<file path="src/rtl/seq_control_unit.sv">
// Multi-cycle instruction sequencer: IDLE -> EXEC (-> WB) -> IDLE, plus a sticky HALTED state.
// Define SEQ_CU_COND_BRANCH_EN to decode JZ (opcode 7) and keep a zero flag from ALU write-back.
module seq_control_unit #(
    parameter int unsigned INSTR_W    = 16,
    parameter int unsigned OPC_W      = 4,
    parameter int unsigned REG_AW     = 4,
    parameter int unsigned MUL_CYCLES = 3,
    localparam int unsigned PC_W      = INSTR_W - OPC_W
) (
    input  logic               clk,
    input  logic               rst,
    input  logic               instr_valid,
    input  logic [INSTR_W-1:0] instr,
    output logic               instr_ready,
    input  logic               alu_zero,
    output logic [OPC_W-1:0]   alu_op,
    output logic [REG_AW-1:0]  alu_src1,
    output logic [REG_AW-1:0]  alu_src2,
    output logic [REG_AW-1:0]  alu_dest,
    output logic               reg_write_enable,
    output logic               load_pc,
    output logic [PC_W-1:0]    load_pc_val,
    output logic               illegal_op,
    output logic               halted
);

    localparam int unsigned CNT_W = (MUL_CYCLES > 1) ? $clog2(MUL_CYCLES) : 1;

    localparam logic [1:0] ST_IDLE   = 2'd0;
    localparam logic [1:0] ST_EXEC   = 2'd1;
    localparam logic [1:0] ST_WB     = 2'd2;
    localparam logic [1:0] ST_HALTED = 2'd3;

    localparam logic [OPC_W-1:0] OP_NOP  = OPC_W'(0);
    localparam logic [OPC_W-1:0] OP_ADD  = OPC_W'(1);
    localparam logic [OPC_W-1:0] OP_SUB  = OPC_W'(2);
    localparam logic [OPC_W-1:0] OP_MUL  = OPC_W'(3);
    localparam logic [OPC_W-1:0] OP_AND  = OPC_W'(4);
    localparam logic [OPC_W-1:0] OP_OR   = OPC_W'(5);
    localparam logic [OPC_W-1:0] OP_JMP  = OPC_W'(6);
`ifdef SEQ_CU_COND_BRANCH_EN
    localparam logic [OPC_W-1:0] OP_JZ   = OPC_W'(7);
`endif
    localparam logic [OPC_W-1:0] OP_HALT = {OPC_W{1'b1}};

    function automatic logic is_alu(input logic [OPC_W-1:0] op);
        return (op == OP_ADD) || (op == OP_SUB) || (op == OP_MUL) ||
               (op == OP_AND) || (op == OP_OR);
    endfunction

    function automatic logic is_legal(input logic [OPC_W-1:0] op);
        logic ok;
        ok = is_alu(op) || (op == OP_NOP) || (op == OP_JMP) || (op == OP_HALT);
`ifdef SEQ_CU_COND_BRANCH_EN
        ok = ok || (op == OP_JZ);
`endif
        return ok;
    endfunction

    logic [1:0]         state_q, state_d;
    logic [INSTR_W-1:0] ir_q, ir_d;
    logic [CNT_W-1:0]   cnt_q, cnt_d;
    logic [OPC_W-1:0]   opc_q, opc_d;

`ifdef SEQ_CU_COND_BRANCH_EN
    logic z_flag_q, z_flag_d;
`else
    logic unused_alu_zero;
    assign unused_alu_zero = alu_zero;
`endif

    logic              ready_q, ready_d;
    logic [OPC_W-1:0]  alu_op_q, alu_op_d;
    logic [REG_AW-1:0] src1_q, src1_d;
    logic [REG_AW-1:0] src2_q, src2_d;
    logic [REG_AW-1:0] dest_q, dest_d;
    logic              rwe_q, rwe_d;
    logic              lpc_q, lpc_d;
    logic [PC_W-1:0]   lpc_val_q, lpc_val_d;
    logic              ill_q, ill_d;
    logic              halted_q, halted_d;

    assign opc_q = ir_q[INSTR_W-1 -: OPC_W];
    assign opc_d = ir_d[INSTR_W-1 -: OPC_W];

    // Sequencing: IR is only written on a handshake in IDLE.
    always_comb begin
        state_d = state_q;
        ir_d    = ir_q;
        cnt_d   = cnt_q;
`ifdef SEQ_CU_COND_BRANCH_EN
        z_flag_d = z_flag_q;
`endif
        case (state_q)
            ST_IDLE: begin
                if (instr_valid && ready_q) begin
                    ir_d    = instr;
                    cnt_d   = '0;
                    state_d = ST_EXEC;
                end
            end
            ST_EXEC: begin
                if (opc_q == OP_HALT) begin
                    state_d = ST_HALTED;
                end else if (opc_q == OP_MUL) begin
                    if (cnt_q == CNT_W'(MUL_CYCLES - 1)) begin
                        state_d = ST_WB;
                    end else begin
                        cnt_d = cnt_q + 1'b1;
                    end
                end else if (is_alu(opc_q)) begin
                    state_d = ST_WB;
                end else begin
                    state_d = ST_IDLE;
                end
            end
            ST_WB: begin
`ifdef SEQ_CU_COND_BRANCH_EN
                z_flag_d = alu_zero;
`endif
                state_d = ST_IDLE;
            end
            ST_HALTED: state_d = ST_HALTED;
            default:   state_d = ST_IDLE;
        endcase
    end

    // Outputs are decoded from the next state so every control output leaves a flop.
    always_comb begin
        ready_d   = (state_d == ST_IDLE);
        halted_d  = (state_d == ST_HALTED);
        alu_op_d  = '0;
        src1_d    = '0;
        src2_d    = '0;
        dest_d    = '0;
        rwe_d     = 1'b0;
        lpc_d     = 1'b0;
        lpc_val_d = '0;
        ill_d     = 1'b0;
        if ((state_d == ST_EXEC || state_d == ST_WB) && is_alu(opc_d)) begin
            alu_op_d = opc_d;
            src1_d   = ir_d[INSTR_W-OPC_W-1 -: REG_AW];
            src2_d   = ir_d[INSTR_W-OPC_W-REG_AW-1 -: REG_AW];
            dest_d   = ir_d[INSTR_W-OPC_W-2*REG_AW-1 -: REG_AW];
        end
        if (state_d == ST_WB) begin
            rwe_d = 1'b1;
        end
        if (state_d == ST_EXEC) begin
            if (opc_d == OP_JMP) begin
                lpc_d     = 1'b1;
                lpc_val_d = ir_d[PC_W-1:0];
            end
`ifdef SEQ_CU_COND_BRANCH_EN
            if (opc_d == OP_JZ && z_flag_d) begin
                lpc_d     = 1'b1;
                lpc_val_d = ir_d[PC_W-1:0];
            end
`endif
            ill_d = !is_legal(opc_d);
        end
    end

    always_ff @(posedge clk) begin
        if (rst) begin
            state_q   <= ST_IDLE;
            ir_q      <= '0;
            cnt_q     <= '0;
            ready_q   <= 1'b1;
            halted_q  <= 1'b0;
            alu_op_q  <= '0;
            src1_q    <= '0;
            src2_q    <= '0;
            dest_q    <= '0;
            rwe_q     <= 1'b0;
            lpc_q     <= 1'b0;
            lpc_val_q <= '0;
            ill_q     <= 1'b0;
        end else begin
            state_q   <= state_d;
            ir_q      <= ir_d;
            cnt_q     <= cnt_d;
            ready_q   <= ready_d;
            halted_q  <= halted_d;
            alu_op_q  <= alu_op_d;
            src1_q    <= src1_d;
            src2_q    <= src2_d;
            dest_q    <= dest_d;
            rwe_q     <= rwe_d;
            lpc_q     <= lpc_d;
            lpc_val_q <= lpc_val_d;
            ill_q     <= ill_d;
        end
    end

`ifdef SEQ_CU_COND_BRANCH_EN
    always_ff @(posedge clk) begin
        if (rst) begin
            z_flag_q <= 1'b0;
        end else begin
            z_flag_q <= z_flag_d;
        end
    end
`endif

    assign instr_ready      = ready_q;
    assign halted           = halted_q;
    assign alu_op           = alu_op_q;
    assign alu_src1         = src1_q;
    assign alu_src2         = src2_q;
    assign alu_dest         = dest_q;
    assign reg_write_enable = rwe_q;
    assign load_pc          = lpc_q;
    assign load_pc_val      = lpc_val_q;
    assign illegal_op       = ill_q;

endmodule
</file>
<file path="config.mk">
export PLATFORM = sky130hd
export DESIGN_NAME = seq_control_unit
export DESIGN_NICKNAME = d
export VERILOG_FILES = /design/src/rtl/seq_control_unit.sv
export SDC_FILE = /design/constraint.sdc
export NUM_CORES = 1
export LEC_CHECK = 0
export ABC_CLOCK_PERIOD_IN_PS = 3700
export BUFFER_PORTS_ARGS = -buffer_cell sky130_fd_sc_hd__buf_2
export CORE_MARGIN = 2
export CORE_UTILIZATION = 45
export CTS_BUF_LIST = sky130_fd_sc_hd__clkbuf_4 sky130_fd_sc_hd__clkbuf_8 sky130_fd_sc_hd__clkbuf_16
export CTS_CLUSTER_DIAMETER = 60
export CTS_CLUSTER_SIZE = 28
export DETAILED_ROUTE_END_ITERATION = 10
export PLACE_DENSITY = 0.77
export SLEW_MARGIN = 20
export SYNTH_ARGS = -nofsm -noshare
export SYNTH_HDL_FRONTEND = slang
export SYNTH_SLANG_ARGS = --single-unit
</file>
<file path="constraint.sdc">
create_clock -name clk -period 3.7 [get_ports clk]
set_input_delay 0 -clock clk [delete_from_list [all_inputs] [get_ports clk]]
set_output_delay 0 -clock clk [all_outputs]
set_load 0.05 [all_outputs]
</file>
==> impl_metrics.json, run 1 <==
{
  "status": "finished clean",
  "worst_setup_path_end_kind": "register",
  "cp-start-kind": "register",
  "drc": 0,
  "period_needed_ns": 2.49,
  "cp_data_arrival_time_ns": 2.70,
  "cp_cell_sequence": "nand2_1, nor4b_1, o41ai_1, ha_1, nand2b_1, a211oi_1",
  "power_mw": 1.10,
  "post_cts_resize_count": 0,
  "place.detailed.hpwl_um": 3130,
  "timing.critical_path.slowest_cell_delay_ns": 0.62,
  "slew_headroom_pct": 37.7,
  "power.share.sequential_pct": 55.2,
  "hold_viol_final": 0,
  "cap_viol_max_count": 0,
  "yosysWarnings": 0,
  "fp.dieH_um": 72.6,
  "num-nets-final": 325,
  "worst_skew_pair.late_latency_ns": 0.31,
  "antenna_found_initial": 0,
  "rsz0062_at_grt": "false",
  "initial_core_util_pct": 47.6,
  "p_leak_nw": 1.05,
  "path_clk_slew_ns": 0.09,
  "required_ns": 3.91,
  "cts_sinks": 53,
  "dpl_worst_slack_ns": 1.17,
  "cts_setup_buffers": 0,
  "die_width_um": 72.6,
  "dp.cells": 329,
  "mappedNetlistArea_sq_um": 2110,
  "yosys.area_share.simple_pct": 24.8,
  "ys_top_cells_by_area": "dfxtp_1 (50%), a21oi_1 (8.0%), nand3_1 (7.3%)",
  "synthTopCellsByCount": "dfxtp_1 (53), nand2_1 (35), a21oi_1 (34)",
  "grt_overflow_total": 0,
  "tritoncts": "done",
  "fp.coreArea_sq_um": 4440,
  "vdd_drop_max_mv": 0.245,
  "async_flop_share_pct": 0,
  "synth_enable_flop_cells": 0,
  "syn_nets": 270,
  "grt_max_degree": 37,
  "grt_pass1_vias": 1846,
  "synth-main-ff-cell": "dfxtp_1",
  "stdcell_count": 353,
  "track_usage_pct": 19.6,
  "path_class": "register to register",
  "grtUsageMet2_pct": 34.5,
  "fin_ws_ns": 1.21,
  "yosys_register_bits": 53,
  "syn_avg_cell_area_sq_um": 8.63,
  "path_max_fanout": 14,
  "whs_ns": 0.131,
  "drv_slew": 0,
  "fin_setup_tns_ns": 0,
  "grt_pass1_wl_um": 8160,
  "nFillCells": 410,
  "postRouteAntennaNets": 0,
  "grt-busiest-layer": "met2",
  "synth_xor_area_share_pct": 0.828,
  "drt-initial-drc-count": 248,
  "cts_htree_levels": 2,
  "row_count": 24,
  "drive_gt1_share_pct": 22.9,
  "clock_skew_ns": 0.0133,
  "path_delay_family": "compound AO/OA/AOI/OAI gates",
  "ios": 53,
  "numPortBuffers": 51,
  "slowest_stage": "o41ai_1",
  "min_period_over_period_pct": 67.3,
  "worst_pin_slew_ns": 0.932,
  "num_antenna_cells": 0,
  "post-synth-top-area-cell": "dfxtp_1",
  "grt_use_met1_pct": 24.0,
  "grt.met3_usage_pct": 4.03,
  "cts_max_path_buffers": 2,
  "synth_most_common_cell": "dfxtp_1",
  "design_area_sq_um": 2620,
  "clockPowerShare_pct": 30.0,
  "switching_power_uw": 317,
  "setup_viol": 0,
  "internal_power_uw": 786,
  "wire_per_inst_um": 13.8,
  "numCtsBuffers": 5,
  "drt_wl_total_um": 4890,
  "muxShareOfSynthArea_pct": 0,
  "finalCoreUtilization_pct": 58.9,
  "synth_compound_area_share_pct": 15.4,
  "netlist_instances": 245,
  "vias_per_cell": 5.48,
  "critPathBufInv": 0,
  "place_area_sq_um": 2360,
  "ys_types": 31,
  "fmax_mhz": 402,
  "first_pass_iters": 4,
  "synth_top_family_by_area": "simple AND/OR/NAND/NOR gates",
  "area_growth_pct": 23.7,
  "dr_total_vias": 1933,
  "synth_top_area_share_pct": 50.2,
  "p_sw_share_pct": 28.7,
  "cts-root-buf": "clkbuf_8",
  "p_per_area_nw_per_um2": 422,
  "comb_power_share_pct": 14.7,
  "ys_seq_area_share_pct": 50.2,
  "yosys.area_share.adder_pct": 2.96,
  "hp-class": "input pin to register",
  "die_area_sq_um": 5260,
  "gp_congestion": 0.759
}
## area by class of cell
type / instances / area, sq um / area share (%)
clock buffer: 6 / 76.3 / 2.92
timing repair buffer: 70 / 438 / 16.7
tap: 52 / 65.1 / 2.49
clock inverter: 2 / 15.0 / 0.574
inverter: 3 / 11.3 / 0.430
sequential: 53 / 1060 / 40.6
multi-input combinational: 167 / 950 / 36.3
## worst paths after layout
kind	cells after the start	end	start	slack, ns
max	6	illegal_op	ir_q[13]	1.21
min	2	state_q[0]	rst	0.13
max reg2reg	6	illegal_op	ir_q[13]	1.21
min reg2reg	2	ir_q[5]	ir_q[5]	0.48
## registers in the layout (all words and copies together) (netlist names), 2 cells and up
name,count
alu_src2,4
alu_src1,4
ir_q,16
state_q,2
load_pc_val,12
cnt_q,2
alu_op,4
alu_dest,4
## cell families after synthesis
group	Yosys count
simple gates	106
compound gates	53
flops	53
buf+inv	25
fa+ha+maj	5
xor+xnor	2
other cells	1
## timing repair
action	in CTS	in global routing
hold buffers	16	0
endpoints found under the setup margin	0	0
endpoints found under the hold margin	42	0
## placed cells by master (no fill, tap or decap), drive strengths merged, types with 3 or more instances in the layout
| cell type | instances |
|---|---|
| a21oi | 34 |
| nand3 | 31 |
| ha | 5 |
| buf | 54 |
| nor2b | 3 |
| dlygate4sd3 | 16 |
| nand2 | 35 |
| dfxtp | 53 |
| clkbuf | 6 |
| a22oi | 12 |
| inv | 3 |
| nor2 | 22 |
## power groups by stage
stage	clock (mW)	combinational, mW	sequential, mW
3_5_place_dp	0	0.149	0.623
4_1_cts	0.333	0.163	0.609
3_3_place_gp	0	0.146	0.621
5_1_grt	0.359	0.179	0.613
6_report	0.331	0.163	0.609
2_1_floorplan	0	0.0950	0.634
## metal layers
metal / vias up / wire, um
met5: - / 0
met2: 69 / 2450
met3: 6 / 279
met4: 0 / 32
li1: 952 / -
met1: 906 / 2120
(Power assumes the default switching activity.)
==> run 2: changes to the inputs <==
--- a/config.mk
+++ b/config.mk
@@ -5,7 +5,7 @@
 export SDC_FILE = /design/constraint.sdc
 export NUM_CORES = 1
 export LEC_CHECK = 0
-export ABC_CLOCK_PERIOD_IN_PS = 3700
+export ABC_CLOCK_PERIOD_IN_PS = 2200
 export BUFFER_PORTS_ARGS = -buffer_cell sky130_fd_sc_hd__buf_2
 export CORE_MARGIN = 2
 export CORE_UTILIZATION = 45
@@ -13,7 +13,7 @@
 export CTS_CLUSTER_DIAMETER = 60
 export CTS_CLUSTER_SIZE = 28
 export DETAILED_ROUTE_END_ITERATION = 10
-export PLACE_DENSITY = 0.77
+export PLACE_DENSITY = 0.8
 export SLEW_MARGIN = 20
 export SYNTH_ARGS = -nofsm -noshare
 export SYNTH_HDL_FRONTEND = slang
==> constraint.sdc (replaced) <==
create_clock -name clk -period 2.2 [get_ports clk]
set_input_delay 0 -clock clk [delete_from_list [all_inputs] [get_ports clk]]
set_output_delay 0 -clock clk [all_outputs]
set_load 0.05 [all_outputs]
==> run 2 against run 1 <==
Core utilization increased by 1.9 points. Highest routed layer unchanged. Flip-flop and latch count unchanged. Maximum frequency increased by 21%. Register-to-register slack got worse by 1.1 ns. Total power increased by 71%. Largest power group unchanged. Combinational power increased by 86%. Die area unchanged. Global-route usage decreased by 0.10 points.
==> impl_metrics.json, run 2 (synthesis results as in run 1) <==
{
  "status": "finished clean",
  "power.share.sequential_pct": 54.5,
  "cts_sinks": 53,
  "clockPowerShare_pct": 29.4,
  "ios": 53,
  "worst_skew_pair.late_latency_ns": 0.31,
  "gp_congestion": 0.767,
  "rsz0062_at_grt": "false",
  "slew_headroom_pct": 49.9,
  "path_delay_family": "simple AND/OR/NAND/NOR gates",
  "drt_wl_total_um": 5070,
  "vdd_drop_max_mv": 0.327,
  "hold_viol_final": 0,
  "fmax_mhz": 486,
  "vias_per_cell": 5.48,
  "path_clk_slew_ns": 0.10,
  "critPathBufInv": 2,
  "timing.critical_path.slowest_cell_delay_ns": 0.35,
  "nFillCells": 375,
  "cts_max_path_buffers": 2,
  "cp_cell_sequence": "inv_1, ha_1, or3_1, a21oi_1, a211oi_1, inv_1, ha_1, or2_4, a21oi_1",
  "drt-initial-drc-count": 165,
  "cp-start-kind": "register",
  "path_max_fanout": 8,
  "p_leak_nw": 1.09,
  "track_usage_pct": 19.5,
  "p_sw_share_pct": 28.7,
  "num-nets-final": 332,
  "drv_slew": 0,
  "fp.coreArea_sq_um": 4440,
  "place.detailed.hpwl_um": 3170,
  "hp-class": "input pin to register",
  "worst_setup_path_end_kind": "register",
  "dp.cells": 335,
  "cts_htree_levels": 2,
  "antenna_found_initial": 0,
  "die_area_sq_um": 5260,
  "drc": 0,
  "cap_viol_max_count": 0,
  "dr_total_vias": 1973,
  "regMostFlops": "ir_q",
  "grt_overflow_total": 0,
  "area_growth_pct": 27.7,
  "cp_data_arrival_time_ns": 2.29,
  "worst_pin_slew_ns": 0.745,
  "path_class": "register to register",
  "power_mw": 1.88,
  "required_ns": 2.43,
  "numCtsBuffers": 5,
  "clock_skew_ns": 0.00903,
  "final_cell_mix": "buf_2 (51), dfxtp_1 (49), nand2_1 (35)",
  "period_needed_ns": 2.06,
  "largest_reg_flops": 16,
  "initial_core_util_pct": 47.6,
  "design_area_sq_um": 2700,
  "wire_per_inst_um": 14.1,
  "postRouteAntennaNets": 0,
  "p_per_area_nw_per_um2": 697,
  "place_area_sq_um": 2430,
  "cts_setup_buffers": 0,
  "numPortBuffers": 51,
  "slowest_stage": "dfxtp_2",
  "num_antenna_cells": 0,
  "die_width_um": 72.6,
  "drive_gt1_share_pct": 26.6,
  "final_common_cell": "buf_2",
  "setup_viol": 0,
  "first_pass_iters": 4,
  "comb_power_share_pct": 16.1,
  "cts-root-buf": "clkbuf_8",
  "fp.dieH_um": 72.6,
  "stdcell_count": 360,
  "min_period_over_period_pct": 93.5,
  "internal_power_mw": 1.34,
  "grt_max_degree": 28,
  "grt_pass1_wl_um": 8200,
  "tritoncts": "done",
  "grt_pass1_vias": 1792,
  "switching_power_uw": 540,
  "row_count": 24
}
==> run 2: final timing paths <==
kind         startpoint     endpoint  slack (ns)  cells past startpoint
max            cnt_q[0]  alu_src2[3]        0.14                      9
min                 rst       halted        0.15                      2
max reg2reg    cnt_q[0]  alu_src2[3]        0.14                      9
min reg2reg    cnt_q[0]     cnt_q[0]        0.47                      1
==> run 2: stage by stage <==
| stage | worst slack (ns) | TNS (ns) | hold WS, ns | utilization (%) |
|---|---|---|---|---|
| floorplan | 0.0182 | 0 | 0.136 | - |
| global placement | 0.0964 | 0 | 0.265 | 54.4 |
| detailed placement | -0.00421 | -0.00421 | 0.271 | 54.6 |
| CTS | 0.106 | 0 | 0.141 | 60.5 |
| global route | 0.0110 | 0 | 0.189 | 60.8 |
| finish | 0.143 | 0 | 0.154 | 60.8 |
==> run 2: cell type report <==
class / count / area, sq um / share of cell area (%)
tap: 52 / 65.1 / 2.41
clock inverter: 2 / 15.0 / 0.556
inverter: 3 / 11.3 / 0.417
timing repair buffer: 76 / 483 / 17.9
clock buffer: 6 / 76.3 / 2.83
multi-input combinational: 168 / 983 / 36.4
sequential: 53 / 1070 / 39.5
==> run 2: timing repair <==
action | 4_1_cts | 5_1_grt
resized for setup | 2 | 4
setup endpoints to repair | 3 | 4
endpoints found under the hold margin | 38 | 0
hold buffers | 16 | 0
gates cloned | 0 | 1
==> run 2: layer usage <==
| metal | wire [um] | GRT usage (%) |
|---|---|---|
| met3 | 342 | 4.03 |
| met1 | 2190 | 25.1 |
| met5 | 0 | 0 |
| met2 | 2470 | 32.4 |
| met4 | 68 | 6.58 |
==> run 2: power groups by stage <==
stage	logic, mW	registers, mW	clock network [mW]
after global routing	0.329	1.03	0.600
after global placement	0.262	1.04	0
after floorplan	0.161	1.07	0
after detailed placement	0.268	1.05	0
final	0.303	1.03	0.553
after CTS	0.296	1.02	0.568
